===== config.mk =====
export PLATFORM = sky130hd
export DESIGN_NAME = load_store_unit
export DESIGN_NICKNAME = d
export VERILOG_FILES = /design/src/rtl/load_store_unit.sv
export SDC_FILE = /design/constraint.sdc
export NUM_CORES = 1
export LEC_CHECK = 0
export CAP_MARGIN = 0
export CORE_MARGIN = 2
export CORE_UTILIZATION = 57
export CTS_CLUSTER_SIZE = 20
export DETAILED_ROUTE_END_ITERATION = 10
export DONT_BUFFER_PORTS = 1
export GPL_TIMING_DRIVEN = 0
export PLACE_DENSITY_LB_ADDON = 0.3
export REMOVE_ABC_BUFFERS = 1
export SLEW_MARGIN = 20
export SYNTH_ARGS = -nofsm -noshare
export SYNTH_HDL_FRONTEND = slang
export SYNTH_SLANG_ARGS = --single-unit

===== constraint.sdc =====
create_clock -name clock -period 4 [get_ports clock]
set_input_delay 0.8 -clock clock [delete_from_list [all_inputs] [get_ports clock]]
set_output_delay 0.8 -clock clock [all_outputs]
set_load 0.02 [all_outputs]

===== src/rtl/load_store_unit.sv =====
// Load/store unit: turns execute-stage memory accesses into single bus transactions
// and returns extended load data. Define LSU_MISALIGN_TRAP_EN to trap misaligned half/word accesses.
module load_store_unit #(
    parameter int TIMEOUT_CYCLES = 16
) (
    input  logic        clock,
    input  logic        reset,
    input  logic        req_valid,
    input  logic [5:0]  opcode,
    input  logic        MemRead,
    input  logic        MemWrite,
    input  logic [31:0] ALUResult,
    input  logic [31:0] ReadData2,
    output logic        stall,
    output logic        wb_valid,
    output logic [31:0] load_data,
    output logic        err,
    output logic        mem_req,
    output logic        mem_we,
    output logic [31:0] mem_addr,
    output logic [31:0] mem_wdata,
    output logic [3:0]  mem_be,
    input  logic        mem_ack,
    input  logic [31:0] mem_rdata
);

    localparam int CNT_W = (TIMEOUT_CYCLES < 2) ? 1 : $clog2(TIMEOUT_CYCLES);
    localparam logic [CNT_W-1:0] CNT_LAST = CNT_W'(TIMEOUT_CYCLES - 1);

    typedef enum logic [1:0] {
        IDLE = 2'd0,
        REQ  = 2'd1,
        DONE = 2'd2
    } state_t;

    typedef enum logic [1:0] {
        SZ_BYTE = 2'd0,
        SZ_HALF = 2'd1,
        SZ_WORD = 2'd2
    } size_t;

    function automatic size_t decode_size(input logic [5:0] op);
        case (op)
            6'b100000, 6'b100100, 6'b101000: decode_size = SZ_BYTE;
            6'b100001, 6'b100101, 6'b101001: decode_size = SZ_HALF;
            default:                         decode_size = SZ_WORD;
        endcase
    endfunction

    function automatic logic decode_signed(input logic [5:0] op);
        case (op)
            6'b100000, 6'b100001: decode_signed = 1'b1;
            default:              decode_signed = 1'b0;
        endcase
    endfunction

    // Halfword and word accesses drop the address bits below their natural alignment.
    function automatic logic [31:0] effective_addr(input size_t sz, input logic [31:0] a);
        case (sz)
            SZ_HALF: effective_addr = {a[31:1], 1'b0};
            SZ_WORD: effective_addr = {a[31:2], 2'b00};
            default: effective_addr = a;
        endcase
    endfunction

`ifdef LSU_MISALIGN_TRAP_EN
    function automatic logic is_misaligned(input size_t sz, input logic [1:0] lo);
        case (sz)
            SZ_HALF: is_misaligned = lo[0];
            SZ_WORD: is_misaligned = (lo != 2'b00);
            default: is_misaligned = 1'b0;
        endcase
    endfunction
`endif

    function automatic logic [3:0] byte_enables(input size_t sz, input logic [1:0] lo);
        case (sz)
            SZ_BYTE: byte_enables = 4'b0001 << lo;
            SZ_HALF: byte_enables = 4'b0011 << {lo[1], 1'b0};
            default: byte_enables = 4'b1111;
        endcase
    endfunction

    function automatic logic [31:0] replicate_wdata(input size_t sz, input logic [31:0] d);
        case (sz)
            SZ_BYTE: replicate_wdata = {4{d[7:0]}};
            SZ_HALF: replicate_wdata = {2{d[15:0]}};
            default: replicate_wdata = d;
        endcase
    endfunction

    function automatic logic [31:0] extract_load(input size_t sz, input logic sgn,
                                                 input logic [1:0] lo, input logic [31:0] rd);
        logic [7:0]  b;
        logic [15:0] h;
        case (lo)
            2'd0:    b = rd[7:0];
            2'd1:    b = rd[15:8];
            2'd2:    b = rd[23:16];
            default: b = rd[31:24];
        endcase
        h = lo[1] ? rd[31:16] : rd[15:0];
        case (sz)
            SZ_BYTE: extract_load = {{24{sgn & b[7]}}, b};
            SZ_HALF: extract_load = {{16{sgn & h[15]}}, h};
            default: extract_load = rd;
        endcase
    endfunction

    state_t           state_r;
    size_t            size_r;
    logic             signed_r;
    logic [1:0]       lo_r;
    logic [CNT_W-1:0] cnt_r;

    logic             access_s;
    logic             is_store_s;
    size_t            size_s;
    logic [31:0]      eff_addr_s;
    logic [31:0]      load_val_s;
`ifdef LSU_MISALIGN_TRAP_EN
    logic             misalign_s;
`endif

    assign access_s   = req_valid & (MemRead | MemWrite);
    assign is_store_s = MemWrite;
    assign size_s     = decode_size(opcode);
    assign eff_addr_s = effective_addr(size_s, ALUResult);
    assign load_val_s = extract_load(size_r, signed_r, lo_r, mem_rdata);
`ifdef LSU_MISALIGN_TRAP_EN
    assign misalign_s = is_misaligned(size_s, ALUResult[1:0]);
`endif

    // Stall must rise in the same cycle the access is presented, so it is decoded from state.
    assign stall = ((state_r == IDLE) && access_s) || (state_r == REQ);

    // Access sequencer with registered bus and writeback outputs.
    always_ff @(posedge clock or posedge reset) begin
        if (reset) begin
            state_r   <= IDLE;
            size_r    <= SZ_WORD;
            signed_r  <= 1'b0;
            lo_r      <= 2'b00;
            cnt_r     <= '0;
            wb_valid  <= 1'b0;
            err       <= 1'b0;
            load_data <= 32'h0000_0000;
            mem_req   <= 1'b0;
            mem_we    <= 1'b0;
            mem_addr  <= 32'h0000_0000;
            mem_wdata <= 32'h0000_0000;
            mem_be    <= 4'b0000;
        end else begin
            case (state_r)
                IDLE: begin
                    wb_valid <= 1'b0;
                    err      <= 1'b0;
                    if (access_s) begin
                        size_r   <= size_s;
                        signed_r <= decode_signed(opcode);
                        lo_r     <= eff_addr_s[1:0];
                        cnt_r    <= '0;
`ifdef LSU_MISALIGN_TRAP_EN
                        if (misalign_s) begin
                            state_r   <= DONE;
                            wb_valid  <= 1'b1;
                            err       <= 1'b1;
                            load_data <= 32'h0000_0000;
                            mem_req   <= 1'b0;
                            mem_we    <= 1'b0;
                        end else begin
`else
                        begin
`endif
                            state_r   <= REQ;
                            mem_req   <= 1'b1;
                            mem_we    <= is_store_s;
                            mem_addr  <= {eff_addr_s[31:2], 2'b00};
                            mem_be    <= is_store_s ? byte_enables(size_s, eff_addr_s[1:0]) : 4'b0000;
                            mem_wdata <= is_store_s ? replicate_wdata(size_s, ReadData2) : 32'h0000_0000;
                        end
                    end else begin
                        state_r <= IDLE;
                    end
                end
                REQ: begin
                    if (mem_ack) begin
                        state_r   <= DONE;
                        mem_req   <= 1'b0;
                        mem_we    <= 1'b0;
                        wb_valid  <= 1'b1;
                        err       <= 1'b0;
                        load_data <= mem_we ? 32'h0000_0000 : load_val_s;
                    end else if (cnt_r == CNT_LAST) begin
                        state_r   <= DONE;
                        mem_req   <= 1'b0;
                        mem_we    <= 1'b0;
                        wb_valid  <= 1'b1;
                        err       <= 1'b1;
                        load_data <= 32'h0000_0000;
                    end else begin
                        cnt_r <= cnt_r + CNT_W'(1);
                    end
                end
                DONE: begin
                    state_r  <= IDLE;
                    wb_valid <= 1'b0;
                    err      <= 1'b0;
                    cnt_r    <= '0;
                end
                default: begin
                    state_r  <= IDLE;
                    wb_valid <= 1'b0;
                    err      <= 1'b0;
                    mem_req  <= 1'b0;
                    mem_we   <= 1'b0;
                    cnt_r    <= '0;
                end
            endcase
        end
    end

endmodule


==> results of run 1 <==
[area by class of cell]
| type | count | share of cell area [%] |
|---|---|---|
| well taps | 108 | 2.47 |
| multi-input cells | 384 | 41.0 |
| repair buffers | 5 | 0.870 |
| clock inverters | 7 | 1.60 |
| inverters | 5 | 0.435 |
| clock buffers | 9 | 2.27 |
| flip-flops and latches | 112 | 51.3 |
[power breakdown]
| part | switching, mW | internal (mW) |
|---|---|---|
| registers | 0.781 | 1.50 |
| logic | 0.307 | 0.261 |
| clock network | 0.411 | 0.304 |
| total | 1.50 | 2.07 |
[worst paths after layout]
check	slack, ps	end	startpoint
worst min-delay path	260	mem_addr[28]	reset
worst min register to register	560	cnt_r[1]	cnt_r[1]
min in group clock	480	err	mem_ack
worst max register to register	1690	load_data[19]	state_r[1]
worst max-delay path	920	stall	state_r[1]
max in group asynchronous	3020	size_r[1]	reset
[metal layers]
metal,GRT usage (%),wire (µm),vias to the layer above
li1,-,-,1837
met1,33.2,5080,1945
met2,40.0,6230,217
met3,7.59,1290,25
met4,9.38,289,0
met5,0,0,-
[sequential cells by signal, indices dropped and copies added, names as in the netlist, 2 cells and up]
register / flops
cnt_r: 4
lo_r: 2
load_data: 32
mem_addr: 30
mem_be: 4
mem_wdata: 32
size_r: 2
state_r: 2
[layout by cell type (no fill, tap or decap), types with 3 or more instances in the layout]
master / count
a31o_2: 3
nand3_1: 11
nand2_1: 150
o21ai_0: 50
dfrtp_1: 111
mux2i_1: 10
clkbuf_8: 9
inv_1: 4
mux2_2: 12
buf_2: 4
nor2b_1: 4
o21bai_1: 6
nor3_1: 8
o21ai_1: 10
a22o_1: 7
a21oi_1: 8
nor2_1: 23
a221o_1: 16
and3b_1: 7
inv_8: 3
nor3b_1: 3
a32o_1: 10
a211oi_1: 15
[logic make-up (layout without fill, tap and decap cells)]
| kind of cell | Yosys count | count (layout) | share of synthesized area (%) |
|---|---|---|---|
| flip-flops | 112 | 112 | 53.7 |
| adder cells (fa/ha/maj) | 1 | 1 | 0.239 |
| buffers and inverters | 44 | 26 | 4.14 |
| AO/OA/AOI/OAI | 132 | 132 | 17.4 |
| AND/OR/NAND/NOR | 224 | 224 | 19.4 |
| multiplexers | 23 | 23 | 4.79 |
| XOR/XNOR | 2 | 2 | 0.335 |
| other | 1 | 2 | 0.0718 |
[critical path: stages, from the launching register on]
cell and delay (ps):
dfrtp_1 590, or4b_4 970, nand2_1 340
[stage by stage]
step	hold slack (ps)	total power, mW	util, %	TNS [ps]	setup WS (ps)
2_1_floorplan	486	2.66	-	-11470	-759
3_3_place_gp	517	2.83	58.7	-166510	-2790
3_5_place_dp	532	2.88	59.6	0	1160
4_1_cts	242	3.59	62.0	0	888
5_1_grt	260	3.76	62.0	0	793
6_report	257	3.57	62.0	0	917
==> impl_metrics.yaml, run 1 <==
run_status:
  status: "finished clean"
worst_setup_path:
  cp-start-kind: "flop"
  end_kind: "output pin"
  crit_fanout: 77
  path_class: "flop to output pin"
  reg2regPathDepth: 4
  arrival_ps: 2280
  crit_required_ps: 3200
timing:
  max_freq_ghz: 0.324
  skew_ps: 7.89
  hold_viol: 0
  min_period_ps: 3080
  setup_viol: 0
  min_period_over_period_pct: 77.1
  rsz0062_at_grt: "false"
  max-slew-margin-rel_pct: 43.1
  worst_slew_pin_slew_ps: 854
  slew_viol_final: 0
pwr:
  vdd_drop_max_v: 0.000301
  p_leak_nw: 2.55
  powerDensity_nw_per_um2: 653
cells_and_area:
  fillers: 734
  multi_input_area_um2: 2240
  final_area_um2: 5460
  regArea_um2: 2800
  drive_gt1_share_pct: 10.2
  synthToLayoutAreaGrowth_pct: 4.55
  final_nets: 626
  n_antenna_cell: 0
  final_cells: 630
placement:
  post-dp-hpwl_mm: 9.10
  dpl-instance-area_um2: 5250
  place_congestion: 0.869
  placedCellCount: 614
  io_buffers: 0
cts:
  cts_setup_buffers: 0
  cts_resized: 0
  h-tree-depth: 3
  clock_path_buffers: 2
  cts-hold-fix-buffers: 0
  cts_tree: "yes"
  cts-root-buf: "clkbuf_8"
  cts_buffers: 9
  clock_latency_ps: 370
  cts_sinks: 112
  clk_pin_slew_ps: 110
synth:
  synthTopCellsByArea: "dfrtp_1, nand2_1, o21ai_0"
  yosysMostFrequentCell: "nand2_1"
  synth_area_um2: 5230
  synth_top_area_share_pct: 53.2
  synth_warnings: 0
  async_reset_ff_share_pct: 100
  synthCells: 539
  avgSynthCellArea_um2: 9.69
  ys_types: 51
  yosys_most_used_dff: "dfrtp_1"
  synth_edf_count: 0
  synth-seq-cells: 112
  synth_top_cell_by_area: "dfrtp_1"
  synth.top_cells.by_count: "nand2_1, dfrtp_1, o21ai_0, nor2_1, clkbuf_1"
  ys_seq_area_share_pct: 53.7
drt:
  detail_route.wl_per_cell_um: 20.5
  ant_nets: 0
  vias: 4024
  dr.pass1.iters: 5
  drc: 0
  drt_iter0_drc: 191
  wl_mm: 12.9
  via_per_inst: 6.39
floorplanning:
  ios: 213
  initial_core_util_pct: 59.3
  chipHeight_um: 99.7
  core_area_um2: 8810
  die-area_um2: 9950
  die_w_um: 99.7
  std_cell_rows: 34
grt:
  grt_usage_pct: 25.3
  grt_max_degree: 79
  grt_pass1_vias: 3947
  grt_antenna_before_repair: 0
  overflow: 0
  grt_pass1_wl_mm: 20.0
min_path:
  hold_path_class: "primary input to asynchronous set/reset pin"
flow_run:
  drv_cap: 0
Note: power is estimated with default switching activity, not from simulation.
==> run 2, diff against run 1 <==
- clock period: 4 -> 2.7 ns (I/O delays scaled with it)
==> run 2 against run 1 <==
- worst hold slack worse by 31 ps
- design area up 0.55%
- die area unchanged
- final cell count up 0.48%
- via count up 0.99%
- combinational power up 51%
- largest cell class unchanged
- highest routed layer unchanged
==> impl_metrics.yaml, run 2 (same netlist as run 1, synthesis figures left out) <==
floorplanning:
  chipHeight_um: 99.7
  initial_core_util_pct: 59.3
  core_area_um2: 8810
  die_w_um: 99.7
  ios: 213
  die-area_um2: 9950
  std_cell_rows: 34
cells_and_area:
  layout_common_cells: "nand2_1, dfrtp_1, o21ai_0"
  final_common_cell: "nand2_1"
  final_nets: 629
  final_core_util_pct: 62.4
  synthToLayoutAreaGrowth_pct: 5.12
  n_antenna_cell: 0
  reg.largest.list: "load_data x32, mem_wdata x32, mem_addr x30"
  drive_gt1_share_pct: 10.5
  fillers: 732
grt:
  grt_antenna_before_repair: 0
  grt_max_degree: 79
  overflow: 0
  grt_usage_pct: 25.8
  grt_pass1_wl_mm: 20.3
  grt_pass1_vias: 4005
worst_setup_path:
  crit_fanout: 20
  cp_slowest_stage_delay_ps: 790
  cpLargestDelayFamily: "simple AND/OR/NAND/NOR gates"
  reg2regPathDepth: 4
  arrival_ps: 2040
  end_kind: "output pin"
  crit_required_ps: 2160
  worst-path-buf-inv: 0
  slowest_stage: "or4b_4"
  r2r-end: "load_data[23]"
  crit_chain: "or4b_4 -> nand2_1"
  path_class: "flop to output pin"
  cp-start-kind: "flop"
  r2r_setup_slack_ps: 320
  r2r-start: "state_r[1]"
timing:
  min_period_over_period_pct: 95.4
  rsz0062_at_grt: "false"
  hold_viol: 0
  worst_slew_pin_slew_ps: 865
  setup-tns-final_ps: 0
  min_period_ps: 2580
  holdWs_ps: 226
  max-slew-margin-rel_pct: 42.3
  setup_viol: 0
  max_freq_ghz: 0.388
  slew_viol_final: 0
  skew_ps: 9.78
cts:
  cts_resized: 0
  cts_setup_buffers: 0
  clock_path_buffers: 2
  clk_pin_slew_ps: 110
  cts-root-buf: "clkbuf_8"
  clock_latency_ps: 380
  cts_buffers: 9
  h-tree-depth: 3
  cts_tree: "yes"
  cts_sinks: 112
min_path:
  min_path_cells: 1
  hold_path_class: "primary input to flop"
  hold_path_end: "err"
  worstHoldStart: "mem_ack"
pwr:
  vdd_drop_max_v: 0.000436
  powerDensity_nw_per_um2: 966
  p_leak_nw: 2.56
placement:
  post-dp-hpwl_mm: 9.10
  io_buffers: 0
  place_congestion: 0.869
drt:
  wl_mm: 13.3
  via_per_inst: 6.42
  ant_nets: 0
  drc: 0
  drt_iter0_drc: 163
  vias: 4064
  detail_route.wl_per_cell_um: 21.1
  dr.pass1.iters: 4
flow_run:
  drv_cap: 0
run_status:
  status: "finished clean"
[run 2: where the power goes]
part	switching [mW]	internal, mW
combinational	0.469	0.391
clock	0.609	0.451
sequential	1.16	2.23
total	2.24	3.07
[run 2: through the flow]
| step | std cells | setup WS, ps | instance area, µm² | total power [mW] |
|---|---|---|---|---|
| 5_1_grt | 633 | 42.5 | 5490 | 5.59 |
| 2_1_floorplan | 501 | -1830 | 5030 | 3.93 |
| 6_report | 633 | 123 | 5490 | 5.31 |
| 4_1_cts | 632 | 54.0 | 5480 | 5.32 |
| 3_3_place_gp | 609 | -3910 | 5170 | 4.19 |
| 3_5_place_dp | 614 | 277 | 5250 | 4.26 |
[run 2: cell type report]
| cell class | count | area, µm² | share of cell area [%] |
|---|---|---|---|
| sequential | 112 | 2800 | 51.0 |
| multi-input combinational | 386 | 2260 | 41.2 |
| tap | 108 | 135 | 2.46 |
| clock buffer | 9 | 124 | 2.26 |
| clock inverter | 7 | 87.6 | 1.59 |
| timing repair buffer | 6 | 57.6 | 1.05 |
| inverter | 5 | 23.8 | 0.433 |
[run 2: worst max-delay path by stage]
stage,start,to,cells after the start
CTS,state_r[1],stall,2
global placement,state_r[1],mem_wdata[18],3
global route,state_r[1],stall,2
detailed placement,state_r[1],stall,2
floorplan,state_r[1],mem_wdata[16],3
finish,state_r[1],stall,2
[run 2: metal layers]
metal	wire (µm)	GRT usage, %
met4	317	9.38
met2	6430	41.1
met1	5300	33.7
met5	0	0
met3	1280	7.73
[run 2: timing repair]
item,4_1_cts,5_1_grt
gates cloned,1,1
setup endpoints to repair,1,1
endpoints found under the hold margin,29,0
pin swaps,1,1
hold buffers,1,0
==> run 3, diff against run 2 <==
- ABC_AREA: unset -> 1
- SLEW_MARGIN: 20 -> unset
==> run 3 against run 2 <==
- combinational power rose by 19%
- final cell count rose by 28%
- first-iteration DRC count rose by 17%
- global-route usage fell by 0.64 points
- via count rose by 9.4%
- total power fell by 0.69%
- core utilization fell by 1.4 points
- sequential power fell by 2%
- non-clock buffer count fell by 3
- fmax rose by 9.2%
- wire length fell by 3.9%
- critical path type is now flop to flop
- largest cell class unchanged
==> impl_metrics.yaml, run 3 <==
run_status:
  status: "finished clean"
synth:
  synth_edf_count: 0
  synth_top_area_share_pct: 51.5
  synth.top_cells.by_count: "nand2_1, dfrtp_1, nor2_1, inv_1, o21ai_0"
  async_reset_ff_share_pct: 100
  synthCells: 716
  synth_fa_ha_area_share_pct: 0.232
  synthTopCellsByArea: "dfrtp_1, nand2_1, nor2_1"
  synth_xor_area_share_pct: 0.325
  synth_simple_gate_area_share_pct: 33.4
  avgSynthCellArea_um2: 7.53
  synth_top_family_by_area: "simple AND/OR/NAND/NOR gates"
  ys_types: 33
  synth_mux_area_share_pct: 0.186
  synth_area_um2: 5390
  ys_seq_area_share_pct: 52.0
  yosysMostFrequentCell: "nand2_1"
  synth-seq-cells: 112
  synth_compound_area_share_pct: 7.01
  yosys_most_used_dff: "dfrtp_1"
  synth_top_cell_by_area: "dfrtp_1"
  synth_warnings: 0
floorplanning:
  ios: 213
  die-area_um2: 10300
  core_area_um2: 9200
  die_w_um: 101
  initial_core_util_pct: 58.6
  std_cell_rows: 35
  chipHeight_um: 101
cts:
  clock_path_buffers: 2
  cts_resized: 0
  cts_setup_buffers: 0
  h-tree-depth: 3
  cts_buffers: 9
  clock_latency_ps: 360
  cts_tree: "yes"
  clk_pin_slew_ps: 110
  cts-hold-fix-buffers: 0
  cts_sinks: 112
  cts-root-buf: "clkbuf_8"
pwr:
  combPwrFrac_pct: 19.3
  powerDensity_nw_per_um2: 940
  p_clk_share_pct: 17.7
  switching_power_mw: 2.34
  p_leak_nw: 3.08
  pwr-share-seq_pct: 63.0
  vdd_drop_max_v: 0.000516
  p_int_mw: 2.93
  p_sw_share_pct: 44.4
grt:
  grt_pass1_vias: 4351
  overflow: 0
  grt_antenna_before_repair: 0
  grt_pass1_wl_mm: 20.4
  grt_usage_pct: 25.2
  use_met1_pct: 31.4
  met2_usage_pct: 41.8
  grt_max_degree: 60
  globalRouteMet3Util_pct: 8.07
  grt_busiest_layer: "met2"
worst_setup_path:
  reg2regPathDepth: 6
  cp-start-kind: "flop"
  r2r_setup_slack_ps: 340
  path_class: "flop to flop"
  r2r-start: "cnt_r[0]"
  r2r-end: "cnt_r[2]"
  end_kind: "flop"
  arrival_ps: 2640
  crit_fanout: 34
  crit_required_ps: 2980
cells_and_area:
  final_core_util_pct: 61.0
  layout_common_cells: "nand2_1, dfrtp_1, nor2_1"
  reg.largest.list: "load_data x32, mem_wdata x32, mem_addr x30"
  n_antenna_cell: 0
  synthToLayoutAreaGrowth_pct: 3.97
  final_nets: 805
  final_cells: 812
  final_common_cell: "nand2_1"
  drive_gt1_share_pct: 5.28
timing:
  hold_viol: 0
  rsz0062_at_grt: "false"
  slew_viol_final: 0
  max-slew-margin-rel_pct: 27.2
  max_freq_ghz: 0.424
  setup_viol: 0
  worst_slew_pin_slew_ps: 1090
  min_period_ps: 2360
  skew_ps: 6.58
  min_period_over_period_pct: 87.4
min_path:
  hold_path_class: "primary input to asynchronous set/reset pin"
drt:
  detail_route.wl_per_cell_um: 15.8
  dr.pass1.iters: 5
  drc: 0
  via_per_inst: 5.47
  ant_nets: 0
  vias: 4445
  wl_mm: 12.8
  drt_iter0_drc: 190
placement:
  place_congestion: 0.854
  post-dp-hpwl_mm: 9.13
  io_buffers: 0
  placedCellCount: 796
flow_run:
  drv_cap: 0
-- run 3: worst max-delay path by stage --
stage / endpoint / from / depth (start not counted)
6_report: cnt_r[2] / cnt_r[0] / 6
5_1_grt: cnt_r[2] / cnt_r[0] / 6
4_1_cts: cnt_r[2] / cnt_r[0] / 6
3_5_place_dp: cnt_r[2] / cnt_r[0] / 6
3_3_place_gp: mem_wdata[5] / reset / 1
2_1_floorplan: cnt_r[0] / reset / 1
-- run 3: cell families after synthesis --
family | Yosys count
AND/OR/NAND/NOR | 451
adder cells (fa/ha/maj) | 1
buffers and inverters | 82
flip-flops | 112
XOR/XNOR | 2
other | 1
multiplexers | 1
AO/OA/AOI/OAI | 66
-- run 3: metrics by stage --
stage | setup TNS [ps] | hold slack [ps] | area, µm² | setup WS (ps) | total power, mW
2_1_floorplan | -102880 | 478 | 5210 | -797 | 4.01
3_3_place_gp | -303350 | 495 | 5350 | -1910 | 4.30
3_5_place_dp | 0 | 512 | 5430 | 293 | 4.38
4_1_cts | 0 | 151 | 5610 | 259 | 5.31
5_1_grt | 0 | 170 | 5610 | 46.0 | 5.61
6_report | 0 | 143 | 5610 | 341 | 5.27
-- run 3: metal layers --
layer	share of wire (%)	vias up	wire length, µm
met4	1.6	0	210
li1	-	2162	-
met5	0	-	0
met3	10	19	1300
met2	48	205	6200
met1	40	2059	5110
-- run 3: layout make-up --
| cell class | count | area [µm²] |
|---|---|---|
| repair buffers | 3 | 67.6 |
| clock buffers | 9 | 124 |
| inverters | 47 | 181 |
| multi-input cells | 523 | 2240 |
| flip-flops and latches | 112 | 2800 |
| well taps | 111 | 139 |
| fillers | 812 | 3590 |
| clock inverters | 7 | 53.8 |
-- run 3: critical path: stages (launching register included) --
cell and delay, ps:
dfrtp_1 430, ha_1 240, nand3_1 140, nand2_1 90, nand2_1 800, nand2_1 310, o31ai_1 270
-- run 3: power by group through the flow --
stage,clock network [mW],registers (mW),logic [mW]
floorplan,0,3.20,0.817
global placement,0,3.34,0.958
detailed placement,0,3.35,1.03
CTS,0.955,3.32,1.03
global route,1.01,3.39,1.22
finish,0.930,3.32,1.02
==> edit, RTL diff (settings of run 3) <==
Set the parameter `TIMEOUT_CYCLES` to 32 (it was 16).
--- a/src/rtl/load_store_unit.sv
+++ b/src/rtl/load_store_unit.sv
@@ -1,7 +1,7 @@
 // Load/store unit: turns execute-stage memory accesses into single bus transactions
 // and returns extended load data. Define LSU_MISALIGN_TRAP_EN to trap misaligned half/word accesses.
 module load_store_unit #(
-    parameter int TIMEOUT_CYCLES = 16
+    parameter int TIMEOUT_CYCLES = 32
 ) (
     input  logic        clock,
     input  logic        reset,
Function: no difference found for any inputs over 4 cycles, from zero or initial values and one cycle with reset high; that may be too few to reach the edited logic, so the function may still have changed.
==> edit against run 3 <==
Cell area rose by 7.7%; power rose by 46%; first-iteration DRC count rose by 18%; clock skew rose by 5.2 ps; sequential cell count rose by 1; setup slack got worse by 150 ps; non-clock buffer count fell by 1; synthesized area rose by 1.3%; wire length rose by 7.8%; critical path type is now flip-flop to output pin.
==> edit: results (changes against run 3) <==
** Critical path
- The maximum single-stage delay on the critical path is 540 ps (was 800 ps).
- The endpoint of the most critical register-to-register path is mem_be[3]$_DFFE_PP0P_ (was cnt_r[2]$_DFFE_PP0P_).
- The setup slack of the most critical reg-to-reg path came to 270 ps (was 340 ps).
- The cell with the biggest individual delay on the critical path was sky130_fd_sc_hd__dfrtp_1 (was sky130_fd_sc_hd__nand2_1).
- Signal arrival time at the worst endpoint :: 1970 ps (was 2640 ps)

** Outcome
- Run status :: finished clean (unchanged)

** Global route
- The via count of the first global-routing pass came to 4504 (was 4351).
- The global-route wire length before repair was 21.7 mm (was 20.4 mm).
- All-Layer GR Usage :: 0.269 (was 0.252)
- Maximum number of pins on one net before global-route repair :: 79 (was 60)

** Clock network
- Insertion delay to the later sink of the worst-skew pair :: 510 ps (was 360 ps)
- Post-CTS resize count :: 2 (was 0)
- The clock buffer count from CTS was 17 (was 9).

** Finish
- The total of fill cells in the finished design was 826 (was 812).
- The footprint of the multi-input gates was 2270 sq um (was 2240 sq um).
- Share of cells above drive strength 1 :: 0.0730 (was 0.0528)

** Pwr
- The largest voltage drop on the vdd net was 678 uV (was 516 uV).
- Seq power :: 3.99 mW (was 3.32 mW)
- Ratio of total power to cell area :: 1280 nW/um^2 (was 940 nW/um^2)
- The switching fraction of total power came to 0.453 (was 0.444).

** Synth
- Post-synthesis share of cell area spent on full adders, half adders and majority gates :: 0.00458 (was 0.00232)
- The average cell area after synthesis is 7.54 sq um (was 7.53 sq um).
- The share of the synthesized netlist area taken by xor and xnor gates is 0 (was 0.00325).
- The sequential element share of the synthesized area was 0.518 (was 0.520).
- Most area-consuming cells after synthesis :: sky130_fd_sc_hd__dfrtp_1 51%, sky130_fd_sc_hd__nand2_1 24%, sky130_fd_sc_hd__nor2_1 4.2% (was sky130_fd_sc_hd__dfrtp_1 52%, sky130_fd_sc_hd__nand2_1 25%, sky130_fd_sc_hd__nor2_1 4.0%)
- The mux share of post-synthesis cell area is 0 (was 0.00186).
- The compound-cell area share of the yosys netlist came to 0.0688 (was 0.0701).

** Place
- Post-placement cell count :: 822 (was 796)
- The weighted congestion reported at the end of routability-driven placement was 0.877 (was 0.854).
- Pre-CTS worst setup slack :: -362 ps (was 293 ps)
- The placed instance area is 5460 sq um (was 5430 sq um).

** Min path
- The classification of the worst-slack hold path was input port to flip-flop (was input port to asynchronous set/reset pin).

** STA
- The worst clock skew came to 11.7 ps (was 6.58 ps).
- Worst slew slack as a fraction of its limit :: 0.459 (was 0.272)

** Drt
- Drt total wl :: 13.8 mm (was 12.8 mm)
edit: final cells by class:
| type | count | share of cell area |
|---|---|---|
| Timing Repair Buffer | 2 | 0.00622 |
| Clock inverter | 14 | 0.0224 |
| Inverter | 48 | 0.0303 |
| Clock buffer | 18 | 0.0693 |
| Sequential cell | 113 | 0.469 |
| Multi-Input combinational cell | 531 | 0.376 |
| Tap cell | 129 | 0.0267 |
edit: routing by layer:
layer	vias to the layer above	GRT usage	wire [um]
li1	2213	-	-
met1	2151	0.327	5340
met2	209	0.448	6850
met3	14	0.0889	1440
met4	0	0.101	185
met5	-	0	0
edit: how the worst max path moves through the flow:
stage / to / slack [ps]
6_report: stall / 190
5_1_grt: mem_be[3]$_DFFE_PP0P_ / 20
4_1_cts: stall / 150
3_5_place_dp: mem_be[3]$_DFFE_PP0P_ / -360
3_3_place_gp: cnt_r[3]$_DFFE_PP0P_ / -1940
2_1_floorplan: cnt_r[0]$_DFFE_PP0P_ / -830
